==> src/rtl/mips_pkg.sv <==
// mips_pkg: opcode/funct constants, ALU select and controller state types.
package mips_pkg;
  localparam logic [5:0] OP_RTYPE = 6'b000000;
  localparam logic [5:0] OP_LW    = 6'b100011;
  localparam logic [5:0] OP_SW    = 6'b101011;
  localparam logic [5:0] OP_BEQ   = 6'b000100;
  localparam logic [5:0] OP_BNE   = 6'b000101;
  localparam logic [5:0] OP_ADDI  = 6'b001000;
  localparam logic [5:0] OP_J     = 6'b000010;
  localparam logic [5:0] FN_ADD   = 6'b100000;
  localparam logic [5:0] FN_SUB   = 6'b100010;
  localparam logic [5:0] FN_AND   = 6'b100100;
  localparam logic [5:0] FN_OR    = 6'b100101;
  localparam logic [5:0] FN_SLT   = 6'b101010;
  typedef enum logic [2:0] {
    ALU_AND = 3'b000, ALU_OR = 3'b001, ALU_ADD = 3'b010, ALU_SUB = 3'b110, ALU_SLT = 3'b111
  } alu_sel_t;
  typedef enum logic [1:0] {AOP_ADD, AOP_SUB, AOP_FUNCT} aluop_t;
  typedef enum logic [3:0] {
    S_FETCH, S_DECODE, S_MEMADR, S_MEMRD, S_MEMWB, S_MEMWR,
    S_EXECUTE, S_ALUWB, S_ADDIEX, S_ADDIWB, S_BRANCH, S_JUMP
  } mc_state_t;
endpackage

==> src/rtl/alu_decoder.sv <==
// alu_decoder: maps (aluop, funct) to the ALU select and flags unsupported funct codes.
module alu_decoder
  import mips_pkg::*;
(
  input  aluop_t      aluop_i,
  input  logic [5:0]  funct_i,
  output alu_sel_t    alu_control_o,
  output logic        funct_valid_o
);
  alu_sel_t fsel;
  always_comb begin
    fsel = ALU_ADD;
    funct_valid_o = 1'b1;
    case (funct_i)
      FN_ADD:  fsel = ALU_ADD;
      FN_SUB:  fsel = ALU_SUB;
      FN_AND:  fsel = ALU_AND;
      FN_OR:   fsel = ALU_OR;
      FN_SLT:  fsel = ALU_SLT;
      default: funct_valid_o = 1'b0;
    endcase
    alu_control_o = aluop_i == AOP_SUB ? ALU_SUB : aluop_i == AOP_FUNCT ? fsel : ALU_ADD;
  end
endmodule

==> src/rtl/mips_mc_controller.sv <==
// mips_mc_controller: multicycle MIPS Moore control FSM with combinational output decode.
// Define MC_BNE_EN to add bne through the BRANCH state with a registered inversion qualifier.
module mips_mc_controller
  import mips_pkg::*;
(
  input  logic       clk,
  input  logic       rst_n,
  input  logic [5:0] op,
  input  logic [5:0] funct,
  input  logic       zero,
  output logic       iord,
  output logic       mem_write,
  output logic       ir_write,
  output logic       reg_dst,
  output logic       mem_to_reg,
  output logic       reg_write,
  output logic       alu_src_a,
  output logic [1:0] alu_src_b,
  output logic [1:0] pc_src,
  output logic       pc_en,
  output logic [2:0] alu_control,
  output logic       illegal_op
);
  mc_state_t state_q, state_d;
  aluop_t    aluop;
  alu_sel_t  alu_sel;
  logic      pc_write, branch, funct_valid, br_cond;
  alu_decoder u_dec (
    .aluop_i       (aluop),
    .funct_i       (funct),
    .alu_control_o (alu_sel),
    .funct_valid_o (funct_valid)
  );
  assign alu_control = alu_sel;
`ifdef MC_BNE_EN
  logic bne_q;
  always_ff @(posedge clk or negedge rst_n)
    if (!rst_n) bne_q <= 1'b0;
    else if (state_q == S_DECODE) bne_q <= op == OP_BNE;
  assign br_cond = zero ^ bne_q;
`else
  assign br_cond = zero;
`endif
  always_ff @(posedge clk or negedge rst_n)
    if (!rst_n) state_q <= S_FETCH;
    else state_q <= state_d;
  always_comb begin
    state_d = S_FETCH;
    {iord, mem_write, ir_write, reg_dst, mem_to_reg, reg_write, alu_src_a} = '0;
    {alu_src_b, pc_src, pc_write, branch, illegal_op} = '0;
    aluop = AOP_ADD;
    case (state_q)
      S_FETCH: begin
        state_d = S_DECODE;
        ir_write = 1'b1;
        pc_write = 1'b1;
        alu_src_b = 2'b01;
      end
      S_DECODE: begin
        alu_src_b = 2'b11;
        case (op)
          OP_LW, OP_SW: state_d = S_MEMADR;
          OP_RTYPE: begin
            state_d = S_EXECUTE;
            illegal_op = !funct_valid;
          end
          OP_BEQ: state_d = S_BRANCH;
`ifdef MC_BNE_EN
          OP_BNE: state_d = S_BRANCH;
`endif
          OP_ADDI: state_d = S_ADDIEX;
          OP_J:    state_d = S_JUMP;
          default: illegal_op = 1'b1;
        endcase
      end
      S_MEMADR, S_ADDIEX: begin
        state_d = state_q == S_ADDIEX ? S_ADDIWB : op == OP_LW ? S_MEMRD : S_MEMWR;
        alu_src_a = 1'b1;
        alu_src_b = 2'b10;
      end
      S_MEMRD: begin
        state_d = S_MEMWB;
        iord = 1'b1;
      end
      S_MEMWB: {reg_write, mem_to_reg} = 2'b11;
      S_MEMWR: {iord, mem_write} = 2'b11;
      S_EXECUTE: begin
        state_d = S_ALUWB;
        alu_src_a = 1'b1;
        aluop = AOP_FUNCT;
      end
      S_ALUWB:  {reg_write, reg_dst} = 2'b11;
      S_ADDIWB: reg_write = 1'b1;
      S_BRANCH: begin
        alu_src_a = 1'b1;
        aluop = AOP_SUB;
        branch = 1'b1;
        pc_src = 2'b01;
      end
      S_JUMP: begin
        pc_write = 1'b1;
        pc_src = 2'b10;
      end
      default: state_d = S_FETCH;
    endcase
    pc_en = pc_write | (branch & br_cond);
    // Reset holds state at FETCH, so FETCH's enables must be masked until release.
    if (!rst_n) begin
      {iord, mem_write, ir_write, reg_dst, mem_to_reg, reg_write, alu_src_a} = '0;
      {alu_src_b, pc_src, pc_en, illegal_op} = '0;
      aluop = AOP_ADD;
    end
  end
endmodule

==> config.mk <==
export PLATFORM = sky130hd
export DESIGN_NAME = mips_mc_controller
export DESIGN_NICKNAME = d
export VERILOG_FILES = /design/src/rtl/mips_pkg.sv /design/src/rtl/alu_decoder.sv /design/src/rtl/mips_mc_controller.sv
export SDC_FILE = /design/constraint.sdc
export NUM_CORES = 1
export LEC_CHECK = 0
export CORE_MARGIN = 4
export CORE_UTILIZATION = 43
export CTS_BUF_LIST = sky130_fd_sc_hd__clkbuf_4 sky130_fd_sc_hd__clkbuf_8
export DETAILED_ROUTE_END_ITERATION = 16
export PLACE_DENSITY_LB_ADDON = 0.05
export SETUP_SLACK_MARGIN = 0.4
export SYNTH_ARGS = -nofsm -noshare
export SYNTH_HDL_FRONTEND = slang
export SYNTH_SLANG_ARGS = --single-unit
==> constraint.sdc <==
create_clock -name clk -period 2.4 [get_ports clk]
set_clock_uncertainty 0.15 [all_clocks]
set_input_delay 0.24 -clock clk [delete_from_list [all_inputs] [get_ports clk]]
set_output_delay 0.24 -clock clk [all_outputs]
set_load 0.01 [all_outputs]
== Word-level counts from Yosys, hierarchy flattened ==
Index checks and enable logic that the tools add are counted.
Word-level totals
  register bits: 4
  bits of input ports: 15
  output and inout port bits: 16
  word-level logic and storage cells: 71
Operators by class
  equality and inequality tests: 23
  muxes and demuxes: 34
  bitwise gates (word level): 2
  reduce and logical (&&, ||, !) cells: 11
Operator list (count)
  $eq A6 B6 Y1 const B: 7
  $pmux W4 S5: 2
  $mux W1: 20
  $eq A4 B3 Y1 const B: 4
  $eq A4 B4 Y1 const B: 4
  $pmux W3 S4: 1
  $reduce_or A5 Y1: 2
  $mux W3: 3
  $eq A4 B2 Y1 const B: 2
  $pmux W2 S2: 2
  $reduce_or A2 Y1: 4
  $eq A6 B2 Y1 const B: 1
  $eq A6 B3 Y1 const B: 1
  $eq A6 B4 Y1 const B: 1
  $logic_not A6 Y1: 1
  $mux W2: 3
  $pmux W2 S3: 1
  $eq A4 B1 Y1 const B: 1
  $logic_not A4 Y1: 1
  $mux W4: 1
  $reduce_or A4 Y1: 1
  $reduce_or A3 Y1: 1
  $eq A2 B1 Y1 const B: 1
  $eq A2 B2 Y1 const B: 1
  other kinds (4): 4

== Logic depth before layout (Yosys ltp) ==
  word-level depth: 7
  depth in mapped cells: 5
  mapped depth without buffers: 4

== Modules after synthesis ==
Synthesis repeated with hierarchy kept, for this count alone.
Second synthesis, totals
  cell total of the unflattened synthesis: 85
  area, all modules: 701.9 sq um
By module, submodules not included
  mips_mc_controller: instances 1, cells each 73, area each 580.6 sq um, sequential area each 100.1 sq um
  alu_decoder: instances 1, cells each 12, area each 121.4 sq um, sequential area each 0.0 sq um

== Least setup slack after synthesis ==
OpenSTA, ideal clock, no wires.
  path kind: reg-to-output
  start: register state_q[1]
  end: output illegal_op
  data arrival time: 1.296 ns
  data required time: 2.010 ns
  setup slack: 0.714 ns
  stages on the path, launching flop included: 5
  buffers on the path: 0
  cell sequence: dfrtp_1 > nand2b_1 > nor3_1 > nand2_1 > nor3_1
Between the ends
  longest elaborated chain between the ends: 3
Ends and longest elaborated chain
  start: declaration: RTL line mips_mc_controller.sv:24  | mc_state_t state_q, state_d;
  start signal: assignment: RTL line mips_mc_controller.sv:46  | else state_q <= state_d;
  $eq A4 B1 Y1: RTL line mips_mc_controller.sv:52  | case (state_q)
  $mux W1: RTL line mips_mc_controller.sv:52
  $mux W1: RTL line mips_mc_controller.sv:108  | if (!rst_n) begin
  end: declaration: RTL line mips_mc_controller.sv:22  | output logic illegal_op
Every way passes these cells.

== Worst setup path in the final report ==
  start: register state_q[3]
  end: output alu_control[2]
Between the ends
  longest elaborated chain between the ends: 6
  elaborated cells on any way between the ends: 8
  those cells by class: 4 x eq/ne; 4 x mux
Ends and longest elaborated chain
  $eq A4 B4 Y1 / $eq A4 B3 Y1 (equally long branches): RTL line mips_mc_controller.sv:52
  $pmux W2 S2 *: RTL line mips_mc_controller.sv:52
  $mux W2 *: RTL line mips_mc_controller.sv:108
  $eq A2 B2 Y1: RTL line alu_decoder.sv:22  | alu_control_o = aluop_i == AOP_SUB ? ALU_SUB : aluop_i == AOP_FUNCT ? fsel : ALU_ADD;
  $mux W3: RTL line alu_decoder.sv:22
  $mux W3 *: RTL line alu_decoder.sv:22
  end: declaration: RTL line mips_mc_controller.sv:21  | output logic [2:0] alu_control,
Mark *: on every way between the ends. The rest lies on a longest branch, timed or not.

==> results.md <==
- Final period util: 93.7%
- Largest regs: state_q: 4 flops
- Core footprint: 0.00130 sq mm
- Crit. End Element: primary output
- First-pass GRT wire length: 3220 microns
- Worst setup SP type: register
- Sequential area share after synthesis: 16.7%
- Tightest hold margin: 0.355 ns
- Post-DRT Antenna Nets: 0
- CP max stage delay: 0.52 ns
- Worst path required time: 2.01 ns
- Internal: 285 uW
- Crit-path cells: nor2_4 > nand2_2 > nor4b_4 > a21o_1 > clkdlybuf4s50_1
- CTS tree: done
- Detail Placement HPWL: 1430 microns
- Initial antenna violation count: 0
- Flop-to-flop setup slack: 0.65 ns
- TritonCTS Buffers: 3
- Combinational group share of total power: 64.9%
- Commonest non-fill, non-tap cell in the layout: clkdlybuf4s50_1
- Power Dens Cells: 501 mW/mm^2
- Primary FF master, synth: dfrtp_1
- Worst-Margin Slew: 0.332 ns
- Vias per cell: 6.01
- Crit path max fanout: 3
- GRT Residual Overflow: 0
- CP Class: reg -> out
- Antenna diode count: 0
- Met1 WL: 823 microns
- Worst slew margin: 77.5%
- Overall die width: 45.4 microns
- Clock root cell: clkbuf_4
- Avg Cell Area, Syn: 7.41 sq um
- Max reg flops: 4
- Status: completed
- Slowest cell on the critical path: clkdlybuf4s50_1
- Worst Path Buf+Inv: 1
- RD Place Congestion: 0.799
- Die area: 0.00206 sq mm
- TritonCTS Sinks: 4
- WL final: 2080 microns
- Layout fillers: 90
- Initial Util: 46.2%
- Layout cell share with drive strength beyond 1: 26.8%
- Most frequent cells in the layout: clkdlybuf4s50_1 (16), buf_4 (13), nor2_1 (11)
- Global Route Usage Sum: 21.2%
- Post-synth EDFFs: 0
- Max layer used: met4
- Wire length per cell: 15.1 microns
- Pin count of the biggest net entering global routing: 17
- Via count: 830
- Clk pwr share: 16.1%
- Final setup violation count: 0
- Max cap viols: 0
- H-tree depth: 1
- Switch Pwr: 227 uW
- Fin Setup TNS: 0 ns
- Library cells used by synthesis: 35
- Fin util: 78.6%
- Clock Latency Late Sink: 0.23 ns
- CTS clk-pin slew, worst paths: 0.04 ns
- Drt pass-1 iters: 4
- Seq. cell area: 101 sq um
- Tmin final: 2.25 ns
- Slew Limit Fails: 0
- Layout area overhead: 70.2%
- Overall Power: 513 uW
- Die Span Y: 45.4 microns
- Port Buffers: 30
- P_leak: 0.000439 uW
- Clock Path Buffers: 2
- Register with the most flip-flops: state_q
- Hold Path Class: in -> reg
- Vias in the first global route: 795
- Fraction of registers with async set or reset after synthesis: 100%
- Nets: 140
- Area of the multi-input gates: 478 sq um
- Final Hold Viols: 0
- Crit-path leading delay family: simple AND/OR/NAND/NOR gates
- WL met3: 195 microns
- Number of DRC markers in iteration 0: 45
- Switching part of the total power: 44.3%
- Post-Syn Area: 601 sq um
- Fmax: 0.445 GHz
- Worst-case vdd ir drop: 328 uV
- # rows: 13
- Reg power frac: 19.0%
- Syn nets: 96
- Met2 routed WL: 1020 microns
- Io pins: 31
- Unrepaired setup endpoints after global routing: yes
- FF+latch count, synth: 4
- Mapped Cells: 81
- Yosys warns: 0
- Drt drc: 0
- WP data arrival: 1.86 ns
[layer usage]
metal / vias to the layer above / GRT usage, %
met4: 0 / 9.36
li1: 393 / -
met1: 365 / 25.2
met3: 8 / 2.77
met5: - / 0
met2: 64 / 37.6
[final cells by class]
class                      instances  area share (%)
sequential                         4            9.91
timing repair buffer              44            38.2
multi-input combinational         69            46.8
clock buffer                       3            2.20
inverter                           3            1.10
tap                               15            1.84
[cells by family after synthesis]
group	count (synthesis)	synth area share, %
AO/OA/AOI/OAI	20	25.2
buffers and inverters	8	10.0
AND/OR/NAND/NOR	45	42.1
XOR/XNOR	3	4.38
flip-flops	4	16.7
multiplexers	1	1.67
[worst paths after layout]
check | start | to | cells past startpoint
worst max-delay path | state_q[3]$_DFF_PN0_ | alu_control[2] | 5
worst min-delay path | op[2] | state_q[2]$_DFF_PN0_ | 3
worst max register to register | state_q[2]$_DFF_PN0_ | state_q[2]$_DFF_PN0_ | 4
worst min register to register | state_q[3]$_DFF_PN0_ | state_q[2]$_DFF_PN0_ | 2
max in group asynchronous | rst_n | state_q[1]$_DFF_PN0_ | 3
min in group asynchronous | rst_n | state_q[0]$_DFF_PN0_ | 3
[metrics by stage]
| stage | instance area (sq um) | setup WS (ns) | cells |
|---|---|---|---|
| after floorplan | 601 | 0.714 | 81 |
| after global placement | 953 | 0.0899 | 132 |
| after detailed placement | 953 | 0.0522 | 132 |
| after CTS | 1010 | 0.151 | 137 |
| after global routing | 1020 | 0.0667 | 138 |
| final | 1020 | 0.151 | 138 |
[power by group through the flow]
stage | Sequential, uW | Combinational, uW | Clock (uW)
5_1_grt | 99.8 | 358 | 87.1
3_3_place_gp | 90.2 | 323 | 0
2_1_floorplan | 88.5 | 212 | 0
6_report | 97.5 | 332 | 82.6
3_5_place_dp | 90.9 | 328 | 0
4_1_cts | 93.1 | 327 | 85.8
[tightest hold or removal path: stages]
cell	delay, ns
dlymetal6s2s_1	0.20
or4_4	0.18
a221oi_2	0.06
[cells in the mapped netlist (2+ instances only)]
cell type  number  area [sq um]
o21ai_0         3          15.0
o41ai_1         2          17.5
inv_1           2          7.51
nand4b_1        2          17.5
nor2_1         12          45.0
a21oi_1         2          10.0
nor3b_1         2          15.0
nand2_1         7          26.3
buf_4           2          15.0
nor4_1          3          18.8
nor3_1          6          30.0
nand2b_1        6          37.5
a31oi_1         2          12.5
o211ai_1        2          15.0
xor2_1          2          17.5
buf_6           3          33.8
dfrtp_1         4           100
o31ai_1         2          15.0
[repair_timing]
item | 4_1_cts | 5_1_grt
buffers inserted | 1 | 1
hold endpoints to repair | 4 | 0
hold buffers | 1 | 0
endpoints found under the setup margin | 16 | 9
pin swaps | 1 | 1
gates resized for setup | 23 | 8
(Power assumes the default switching activity.)
